==> src/rtl/button_filter.sv <==
// rtl/button_filter.sv - multi-channel synchroniser, debouncer and press-event generator
// Ticked debounce with rise/fall, long-press and auto-repeat pulses per channel.
module button_filter #(
  parameter int              CH       = 16,
  parameter int              TICK_DIV = 65536,
  parameter int              STABLE   = 4,
  parameter int              HOLD     = 250,
  parameter int              REPEAT   = 50,
  parameter logic [CH-1:0]   INIT     = {CH{1'b0}}
) (
  input  logic          CLK,
  input  logic          RST,
  input  logic [CH-1:0] I,
  output logic [CH-1:0] O,
  output logic [CH-1:0] RISE,
  output logic [CH-1:0] FALL,
  output logic [CH-1:0] HOLD_P,
  output logic          TICK
);

  localparam int PW = (TICK_DIV > 1) ? $clog2(TICK_DIV) : 1;
  localparam int SW = (STABLE > 1) ? $clog2(STABLE) : 1;
  localparam int HW = $clog2(HOLD + 1);

  localparam logic [PW-1:0] PS_LAST  = PW'(TICK_DIV - 1);
  localparam logic [SW-1:0] ST_LAST  = SW'(STABLE - 1);
  localparam logic [HW-1:0] H_LAST   = HW'(HOLD - 1);
  localparam logic [HW-1:0] H_MAX    = HW'(HOLD);
  localparam logic [HW-1:0] H_RELOAD = (REPEAT > 0) ? HW'(HOLD - REPEAT) : HW'(HOLD);

  logic [PW-1:0] ps_cnt;
  logic          tick_en;
  logic [CH-1:0] sync_q1;
  logic [CH-1:0] sync_q2;
  logic [CH-1:0] o_nxt;
  logic [CH-1:0] rise_nxt;
  logic [CH-1:0] fall_nxt;
  logic [CH-1:0] hold_nxt;

  assign tick_en = (ps_cnt == PS_LAST);

  always_ff @(posedge CLK or posedge RST) begin
    if (RST) begin
      ps_cnt <= '0;
      TICK   <= 1'b0;
    end else begin
      TICK   <= tick_en;
      ps_cnt <= tick_en ? '0 : ps_cnt + 1'b1;
    end
  end

  for (genvar c = 0; c < CH; c++) begin : g_ch
    logic [SW-1:0] stab_q;
    logic [SW-1:0] stab_d;
    logic [HW-1:0] hold_q;
    logic [HW-1:0] hold_d;
    logic          differ;
    logic          accept;
    logic          o_d;
    logic          rise_d;
    logic          fall_d;
    logic          hold_p_d;

    assign differ = sync_q2[c] ^ O[c];
    assign accept = differ && (stab_q == ST_LAST);

    always_comb begin
      stab_d   = stab_q;
      hold_d   = hold_q;
      o_d      = O[c];
      rise_d   = 1'b0;
      fall_d   = 1'b0;
      hold_p_d = 1'b0;
      if (tick_en) begin
        if (!differ) begin
          stab_d = '0;
        end else if (accept) begin
          stab_d = '0;
          o_d    = sync_q2[c];
          rise_d = sync_q2[c];
          fall_d = ~sync_q2[c];
        end else begin
          stab_d = stab_q + 1'b1;
        end

        // An accepted edge in either direction restarts the press timer and
        // suppresses any hold pulse due on the same tick.
        if (accept || !O[c]) begin
          hold_d = '0;
        end else if (hold_q == H_LAST) begin
          hold_p_d = 1'b1;
          hold_d   = H_RELOAD;
        end else if (hold_q == H_MAX) begin
          hold_d = hold_q;
        end else begin
          hold_d = hold_q + 1'b1;
        end
      end
    end

    always_ff @(posedge CLK or posedge RST) begin
      if (RST) begin
        stab_q <= '0;
        hold_q <= '0;
      end else begin
        stab_q <= stab_d;
        hold_q <= hold_d;
      end
    end

    assign o_nxt[c]    = o_d;
    assign rise_nxt[c] = rise_d;
    assign fall_nxt[c] = fall_d;
    assign hold_nxt[c] = hold_p_d;
  end

  always_ff @(posedge CLK or posedge RST) begin
    if (RST) begin
      sync_q1 <= INIT;
      sync_q2 <= INIT;
      O       <= INIT;
      RISE    <= '0;
      FALL    <= '0;
      HOLD_P  <= '0;
    end else begin
      sync_q1 <= I;
      sync_q2 <= sync_q1;
      O       <= o_nxt;
      RISE    <= rise_nxt;
      FALL    <= fall_nxt;
      HOLD_P  <= hold_nxt;
    end
  end

endmodule

==> config.mk <==
export PLATFORM = sky130hd
export DESIGN_NAME = button_filter
export DESIGN_NICKNAME = d
export VERILOG_FILES = /design/src/rtl/button_filter.sv
export SDC_FILE = /design/constraint.sdc
export NUM_CORES = 1
export LEC_CHECK = 0
export CORE_MARGIN = 2
export CORE_UTILIZATION = 64
export DETAILED_ROUTE_END_ITERATION = 12
export PLACE_DENSITY = 0.85
export SLEW_MARGIN = 20
export SYNTH_ARGS = -nofsm -noshare
export SYNTH_HDL_FRONTEND = slang
export SYNTH_SLANG_ARGS = --single-unit
==> constraint.sdc <==
create_clock -name CLK -period 26 [get_ports CLK]
set_clock_uncertainty 0.05 [all_clocks]
set_input_delay 2.6 -clock CLK [delete_from_list [all_inputs] [get_ports CLK]]
set_output_delay 2.6 -clock CLK [all_outputs]
set_load 0.01 [all_outputs]
Yosys cells after proc, flatten, opt, wreduce, memory -nomap -nowiden
Cells that the tools add are included.
{"block": "op_classes", "addsub": 33, "n_bitwise": 32, "eq_ne": 65, "n_mux": 225, "n_reduce_logical": 80}
{"cell": "$mux W8", "n": 48}
{"cell": "$eq A8 B8 Y1 const B", "n": 32}
{"cell": "$mux W1", "n": 144}
{"cell": "$add A8 B1 Y8 const B", "n": 16}
{"cell": "$mux W2", "n": 32}
{"cell": "$ne A3 B3 Y1 const B", "n": 16}
{"cell": "$reduce_and A3 Y1", "n": 16}
{"cell": "$add A2 B1 Y2 const B", "n": 16}
{"cell": "$eq A2 B2 Y1 const B", "n": 16}
{"cell": "$reduce_and A2 Y1", "n": 16}
{"cell": "$add A16 B1 Y16 const B", "n": 1}
{"cell": "$eq A16 B16 Y1 const B", "n": 1}
{"cell": "$logic_and A1 B1 Y1", "n": 16}
{"cell": "$logic_not A1 Y1", "n": 16}
{"cell": "$logic_or A1 B1 Y1", "n": 16}
{"cell": "$mux W16", "n": 1}
{"cell": "$not A1 Y1", "n": 16}
{"cell": "$xor A1 B1 Y1", "n": 16}
{"block": "word_totals", "register_bits": 273, "wordCells": 490}

Depth between registers and ports, before layout
Gate-level depths: netlist (run 1).
{"block": "logic_depth", "ltp_word": 5, "ltp_mapped": 12}

Worst setup path after synthesis (run 1)
Ideal clock, no wire load.
{"block": "synth_timing", "path_kind": "register to output", "from": "register O[15]", "to": "output O[15]", "required_ns": 23.350, "arrival_ns": 0.454, "setup_slack_ns": 22.896, "path_buffers": 0, "stages_incl_launch_ff": 1, "cell_sequence": "dfrtp_1"}
{"element": "start, declared", "line": "14", "text": "output logic [CH-1:0] O,"}
{"element": "start signal, assigned", "line": "128", "text": "O <= o_nxt;"}
No word-level cell between the ends.

Worst setup path after layout (run 1)
{"block": "layout_timing", "from": "register O[11]", "to": "output O[11]"}
No word-level cell between the ends.

==> out/results.tsv, run 1 <==
stage	metric	value	unit
setup_path	CP peak stage delay	610	ps
setup_path	CP Launch Type	flip-flop	
floorplan	core area	20900	um^2
place	GPL Wtd Cong	0.903	
place	DPL Wire Length	18400	um
layout	share of cells above drive strength 1	6.38	%
sta	Slew Viols, Final	0	
logic_synthesis	top-count cell post-synth	dfrtp_1	
sta	Fin. Hold Viols	0	
floorplan	Ports	83	
global_routing	first-pass GRT wire length	49600	um
logic_synthesis	sequential area share after synthesis	50.4	%
min_path	type of the most critical hold path	reg2reg	
setup_path	Critical R2R Launch	ps_cnt[0]$_DFF_PP0_	
drt	wire per inst	16.6	um
drt	via count	10857	
layout	fin nets	1553	
setup_path	cells along the critical path	clkdlybuf4s50_1	
setup_path	CP endpoint kind	output pin	
min_path	Hold Crit Depth	0	
power	Clk network pwr share	49.2	%
floorplan	row cnt	53	
drt	drt pass-1 iters	5	
logic_synthesis	cell taking the most area after synthesis	dfrtp_1	
clock_tree	CTS HTree Levels	1	
logic_synthesis	commonest cells in the netlist	dfrtp_1 (273), o21ai_0 (171), nand2_1 (141)	
setup_path	Crit-path slowest cell	clkdlybuf4s50_1	
setup_path	Max Fanout on Critical Path	9	
logic_synthesis	top_reg_cell synth	dfrtp_1	
layout	final cell count without fillers	1764	
floorplan	Total Die Area	22400	um^2
logic_synthesis	synth warn	0	
clock_tree	maximum buffer depth of the clock tree	3	
drt	Via-to-Cell Ratio	6.15	
clock_tree	CTS root buffer	clkbuf_16	
sta	fin crit share	16.6	%
logic_synthesis	Cell variety after synth	64	
layout	synthesis-to-layout area growth	15.3	%
floorplan	Die Ht	150	um
sta	Worst Max-Slew Pin Slew	1090	ps
setup_path	CP bufs+invs	1	
sta	minimum clock period	4310	ps
logic_synthesis	Mapped Nets	1465	
power	Psw	175	uW
setup_path	Worst Path Class, Setup	reg2out	
min_path	min-delay src	sync_q1[1]$_DFF_PP0_	
floorplan	initial core utilization	64.9	%
setup_path	reg-to-reg critical path endpoint	g_ch[0].hold_q[1]$_DFFE_PP0P_	
layout	Layout fillers	1459	
logic_synthesis	top cells by area, synth	dfrtp_1 (50%), o21ai_0 (6.3%), ha_1 (6.0%), nand2_1 (3.9%), nand3_1 (3.0%)	
logic_synthesis	Yosys top cell area share	50.4	%
clock_tree	Clock Pin Slew Worst Setup and Hold Paths	60	ps
outcome	status	complete, no violations	
power	final total power	872	uW
setup_path	cell count of the worst reg-to-reg path	8	
sta	Slew HR	26.5	%
logic_synthesis	synthesized area	13500	um^2
global_routing	largest net degree at the start of global routing	158	
clock_tree	CTS tree	built	
floorplan	Die Wd	150	um
logic_synthesis	register bit total from synthesis	273	
power	Internal	697	uW
setup_path	Critical Path AT	1660	ps
power	net switching fraction of the power	20.1	%
power	worst vdd ir	0.0700	mV
logic_synthesis	ys async rst share	100	%
clock_tree	CTS Hold Bufs	0	
min_path	hold endpoint	sync_q2[1]$_DFF_PP0_	
power	Cell Pwr Density	55.8	nW/um^2
run	Max Cap Viol	0	
clock_tree	post-CTS sizing	0	
setup_path	CP delay by family, top	buffers and inverters	
global_routing	total grt overflow	0	
setup_path	Req. time, crit path	23350	ps
clock_tree	CTS Buf Count	28	
power	combinational share of power	1.5	%
drt	residual DRC count	0	
sta	Final setup viols	0	
setup_path	r2r setup slk	22890	ps
layout	final core occ	74.8	%
logic_synthesis	Synth Instances	1382	
place	input/output buffers	82	
drt	Final ANT Viol Nets	0	
logic_synthesis	EDFF count, synth	0	
global_routing	gr usage total	26.6	%
layout	ANT cells	0	
sta	RSZ-0062 raised after global routing	no	
clock_tree	postcts setup bufs	0	
power	Seq pwr share	49.3	%
logic_synthesis	syn_area_per_cell	9.80	um^2
place	Placed Cells	1715	
power	LEAKAGE	6.81	nW
global_routing	initial antenna violation count	0	
drt	WL final	29200	um
drt	drt initial violations	858	
clock_tree	worst skew pair latency	540	ps
clock_tree	clock sinks	273	
global_routing	number of global-route vias before repair	10477	
sta	post-route setup TNS	0	ps
sta	Max Freq	0.232	GHz
-- registers in the layout, indices dropped and copies added (netlist names) --
name and count:
FALL 16, g_ch.stab_q 32, sync_q1 16, RISE 16, HOLD_P 16, g_ch.hold_q 128, sync_q2 16, TICK 1
ps_cnt 16, O 16
-- area by class of cell --
| class | count | area (um^2) | share of cell area [%] |
|---|---|---|---|
| Clock buffer | 38 | 810 | 5.18 |
| Clock inverter | 11 | 180 | 1.15 |
| Inverter | 72 | 283 | 1.81 |
| Multi-Input combinational cell | 1000 | 6240 | 40.0 |
| Sequential cell | 273 | 6830 | 43.7 |
| Tap cell | 275 | 344 | 2.20 |
| Timing Repair Buffer | 95 | 931 | 5.96 |
-- stage by stage --
stage          instance area (um^2)  hold WS, ps  worst slack (ps)
6_report                      15600          297             21690
5_1_grt                       15600          304             21630
4_1_cts                       15600          298             21680
3_5_place_dp                  14600          285             21430
3_3_place_gp                  14600          283             21450
2_1_floorplan                 13500          281             15830
-- layout by cell type (no fill, tap or decap), types with 29 or more instances in the layout --
master / n
dfrtp_1: 273
o21ai_0: 170
nand2_1: 141
nor2_1: 87
clkdlybuf4s50_1: 82
nand3_1: 80
inv_1: 70
ha_1: 65
o31ai_1: 37
nor3b_1: 34
nand2b_1: 33
nor3_1: 33
clkbuf_16: 29
-- worst max-delay path by stage --
stage | from | depth (start not counted) | to
after global placement | RST | 3 | g_ch[15].hold_q[0]$_DFFE_PP0P_
after floorplan | RST | 1 | FALL[0]$_DFF_PP0_
after global routing | O[11]$_DFFE_PP0P_ | 1 | O[11]
final | O[11]$_DFFE_PP0P_ | 1 | O[11]
after CTS | O[0]$_DFFE_PP0P_ | 1 | O[0]
after detailed placement | RST | 3 | g_ch[15].hold_q[1]$_DFFE_PP0P_
-- layer usage --
layer,GRT usage (%),vias to the layer above,share of wire [%]
li1,-,5159,-
met1,35.7,5241,42
met2,44.4,387,49
met3,4.51,70,6.7
met4,8.14,0,2.3
met5,0,-,0
-- power by group through the flow --
stage                     Sequential (mW)  Clock, mW  Combinational (mW)
final                               0.430      0.429              0.0132
after global routing                0.430      0.455              0.0155
after global placement              0.437          0              0.0135
after CTS                           0.430      0.435              0.0139
after detailed placement            0.437          0              0.0138
after floorplan                     0.437          0             0.00818
-- logic make-up (layout without fill, tap and decap cells) --
| group | after synthesis | after routing | synth area share, % |
|---|---|---|---|
| buf+inv | 109 | 216 | 3.51 |
| flops | 273 | 273 | 50.4 |
| compound gates | 312 | 312 | 14.2 |
| mux | 13 | 13 | 1.07 |
| fa+ha+maj | 65 | 65 | 6.00 |
| simple gates | 581 | 581 | 22.9 |
| xor+xnor | 29 | 29 | 1.87 |
Power figures use the tool's default switching activity.
==> run 2: changes to the inputs <==
CORE_UTILIZATION = 60   (was 64)
PLACE_DENSITY = 0.8   (was 0.85)
clock period = 4.4 ns   (was 26 ns; I/O delays follow)
==> run 2 against run 1 <==
- via count down 1.9%
- worst hold slack got worse by 9.0 ps
- clock power grew to 5.9 times the previous value
- count of clock-buffer cells in the layout decreased by 3
- register-to-register slack lost 21000 ps
- design area grew 0.59%
- critical path depth rose by 7
- sequential share of layout area decreased by 0.25 points
- global-route usage decreased by 2.5 points
- non-clock buffer count increased by 5
- first-iteration DRC count is 27% lower
- final cell count grew 0.79%
- highest routed layer unchanged
==> out/results.tsv, run 2 (synthesis results as in run 1) <==
stage	metric	value	unit	change
floorplan	Die Ht	154	um	+3.2%
sta	Slew HR	27.0	%	+0.49 points
layout	max reg flops	128		unchanged
setup_path	Critical Path AT	3260	ps	+1600 ps
power	Psw	1.06	mW	+510%
setup_path	reg-to-reg critical path endpoint	g_ch[2].hold_q[4]$_DFFE_PP0P_		
global_routing	initial antenna violation count	0		unchanged
clock_tree	maximum buffer depth of the clock tree	3		unchanged
clock_tree	CTS Buf Count	29		+3.6%
power	LEAKAGE	6.84	nW	+0.43%
clock_tree	CTS HTree Levels	1		unchanged
drt	Via-to-Cell Ratio	5.99		-2.7%
place	Placed Instance Area	14700	um^2	+0.41%
layout	largest registers	g_ch.hold_q x128, g_ch.stab_q x32		
setup_path	Crit-path slowest cell	nor4_4		
floorplan	Ports	83		unchanged
place	DPL Wire Length	18600	um	+1.2%
layout	fin nets	1559		+0.39%
clock_tree	Clock Pin Slew Worst Setup and Hold Paths	60	ps	about the same
clock_tree	CTS root buffer	clkbuf_16		
global_routing	largest net degree at the start of global routing	93		-41%
clock_tree	CTS tree	built		
sta	RSZ-0062 raised after global routing	no		
layout	commonest non-fill, non-tap cell in the layout	dfrtp_1		
layout	ANT cells	0		unchanged
sta	fin crit share	64.9	%	
min_path	type of the most critical hold path	in2reg		
setup_path	CP Depth	8		+7
global_routing	gr usage total	24.1	%	-2.5 points
global_routing	first-pass GRT wire length	48500	um	-2.2%
drt	residual DRC count	0		unchanged
drt	WL final	28000	um	-4.0%
layout	synthesis-to-layout area growth	16.0	%	
setup_path	cells along the critical path	ha_1 > nand4_1 > nor4_4 > buf_4 > o41ai_1 > buf_4 > or4_1 > o21ai_0		
power	Seq pwr share	49.1	%	-0.2 points
drt	wire per inst	15.8	um	-4.8%
outcome	status	complete, no violations		
clock_tree	post-CTS sizing	0		unchanged
sta	post-route setup TNS	0	ps	unchanged
drt	drt pass-1 iters	7		+2
power	Cell Pwr Density	329	nW/um^2	+490%
setup_path	CP peak stage delay	530	ps	-80 ps
sta	Final setup viols	0		unchanged
clock_tree	postcts setup bufs	0		unchanged
sta	worst hold margin	288	ps	-9.01 ps
floorplan	row cnt	54		+1.9%
setup_path	CP delay by family, top	simple AND/OR/NAND/NOR gates		
drt	drt initial violations	628		-27%
setup_path	CP Launch Type	flip-flop		
power	combinational share of power	1.6	%	about the same
setup_path	Worst Path Class, Setup	reg2reg		
sta	Slew Viols, Final	0		unchanged
setup_path	CP bufs+invs	2		+1
drt	Final ANT Viol Nets	0		unchanged
setup_path	Critical R2R Launch	ps_cnt[0]$_DFF_PP0_		
layout	fin area	15700	um^2	+0.59%
floorplan	Die Wd	154	um	+3.2%
global_routing	number of global-route vias before repair	10253		-2.1%
min_path	Hold Crit Depth	1		+1
run	Max Cap Viol	0		unchanged
sta	minimum clock period	2860	ps	
layout	commonest cells after routing, fill and taps aside	dfrtp_1 (273), o21ai_0 (171), nand2_1 (141)		
layout	most flop-heavy register	g_ch.hold_q		
clock_tree	CTS Hold Bufs	0		unchanged
power	Internal	4.10	mW	+490%
drt	via count	10649		-1.9%
sta	Worst Max-Slew Pin Slew	1080	ps	-7.24 ps
setup_path	most used cell, CP	buf_4		
layout	share of cells above drive strength 1	7.21	%	+0.83 points
setup_path	Req. time, crit path	4800	ps	-18550 ps
setup_path	Max Fanout on Critical Path	14		+5
setup_path	CP endpoint kind	flip-flop		
floorplan	Total Die Area	23800	um^2	+6.5%
sta	Fin. Hold Viols	0		unchanged
floorplan	core area	22000	um^2	+5.4%
min_path	min-delay src	I[4]		
min_path	hold endpoint	sync_q1[4]$_DFF_PP0_		
clock_tree	clock sinks	273		unchanged
global_routing	total grt overflow	0		unchanged
setup_path	cell count of the worst reg-to-reg path	8		unchanged
clock_tree	worst skew pair latency	540	ps	about the same
setup_path	r2r setup slk	1540	ps	-21350 ps
place	input/output buffers	82		unchanged
power	worst vdd ir	0.360	mV	+410%
power	net switching fraction of the power	20.6	%	+0.48 points
floorplan	initial core utilization	61.5	%	-3.3 points
power	Clk network pwr share	49.3	%	about the same
place	GPL Wtd Cong	0.893		-1.2%
sta	Max Freq	0.350	GHz	
## run 2: cell count changes in the layout (fill, tap and decap cells not counted), sizes merged
| cell | previous run | this run |
|---|---|---|
| clkinv | 6 | 11 |
| buf | 13 | 18 |
| clkbuf | 38 | 35 |
| clkinvlp | 0 | 3 |
| inv | 72 | 71 |
## run 2: area by class of cell
cell class / count / area (um^2)
sequential: 273 / 6830
fill: 1604 / 6310
multi-input combinational: 1000 / 6260
timing repair buffer: 100 / 981
clock buffer: 35 / 778
tap: 280 / 350
inverter: 72 / 279
clock inverter: 18 / 228
## run 2: metrics by stage
stage	setup slack, ps	util, %	total power [mW]	cells
after CTS	1550	71.3	5.21	1778
after global routing	1350	71.3	5.33	1778
after global placement	1650	66.7	2.67	1725
final	1540	71.3	5.17	1778
after floorplan	301	-	2.63	1382
after detailed placement	1520	66.7	2.67	1725
## run 2: worst register-to-register path, stage by stage (launching register included)
cell and delay, ps:
dfrtp_1 400, ha_1 240, nand4_1 180, nor4_4 530, buf_4 380, o41ai_1 250
buf_4 220, or4_1 460, o21ai_0 80
## run 2: per-layer routing
metal	GRT usage, %	vias to the layer above	wire [um]
met1	33.5	5176	13000
met5	0	-	0
met3	3.33	45	1320
li1	-	5180	-
met4	7.01	0	570
met2	39.9	248	13200
## run 2: worst max-delay path by stage
stage / slack, ps / from / end
floorplan: 300 / RST / FALL[0]$_DFF_PP0_
global placement: 1650 / ps_cnt[0]$_DFF_PP0_ / g_ch[4].hold_q[4]$_DFFE_PP0P_
detailed placement: 1520 / ps_cnt[0]$_DFF_PP0_ / g_ch[14].hold_q[4]$_DFFE_PP0P_
CTS: 1550 / ps_cnt[0]$_DFF_PP0_ / g_ch[4].hold_q[4]$_DFFE_PP0P_
global route: 1350 / ps_cnt[0]$_DFF_PP0_ / g_ch[14].hold_q[4]$_DFFE_PP0P_
finish: 1540 / ps_cnt[0]$_DFF_PP0_ / g_ch[2].hold_q[4]$_DFFE_PP0P_
## run 2: power by group through the flow
stage | sequential, mW | combinational (mW) | clock [mW]
floorplan | 2.58 | 0.0487 | 0
global placement | 2.58 | 0.0846 | 0
detailed placement | 2.58 | 0.0856 | 0
CTS | 2.54 | 0.0858 | 2.59
global route | 2.54 | 0.0960 | 2.69
finish | 2.54 | 0.0810 | 2.55
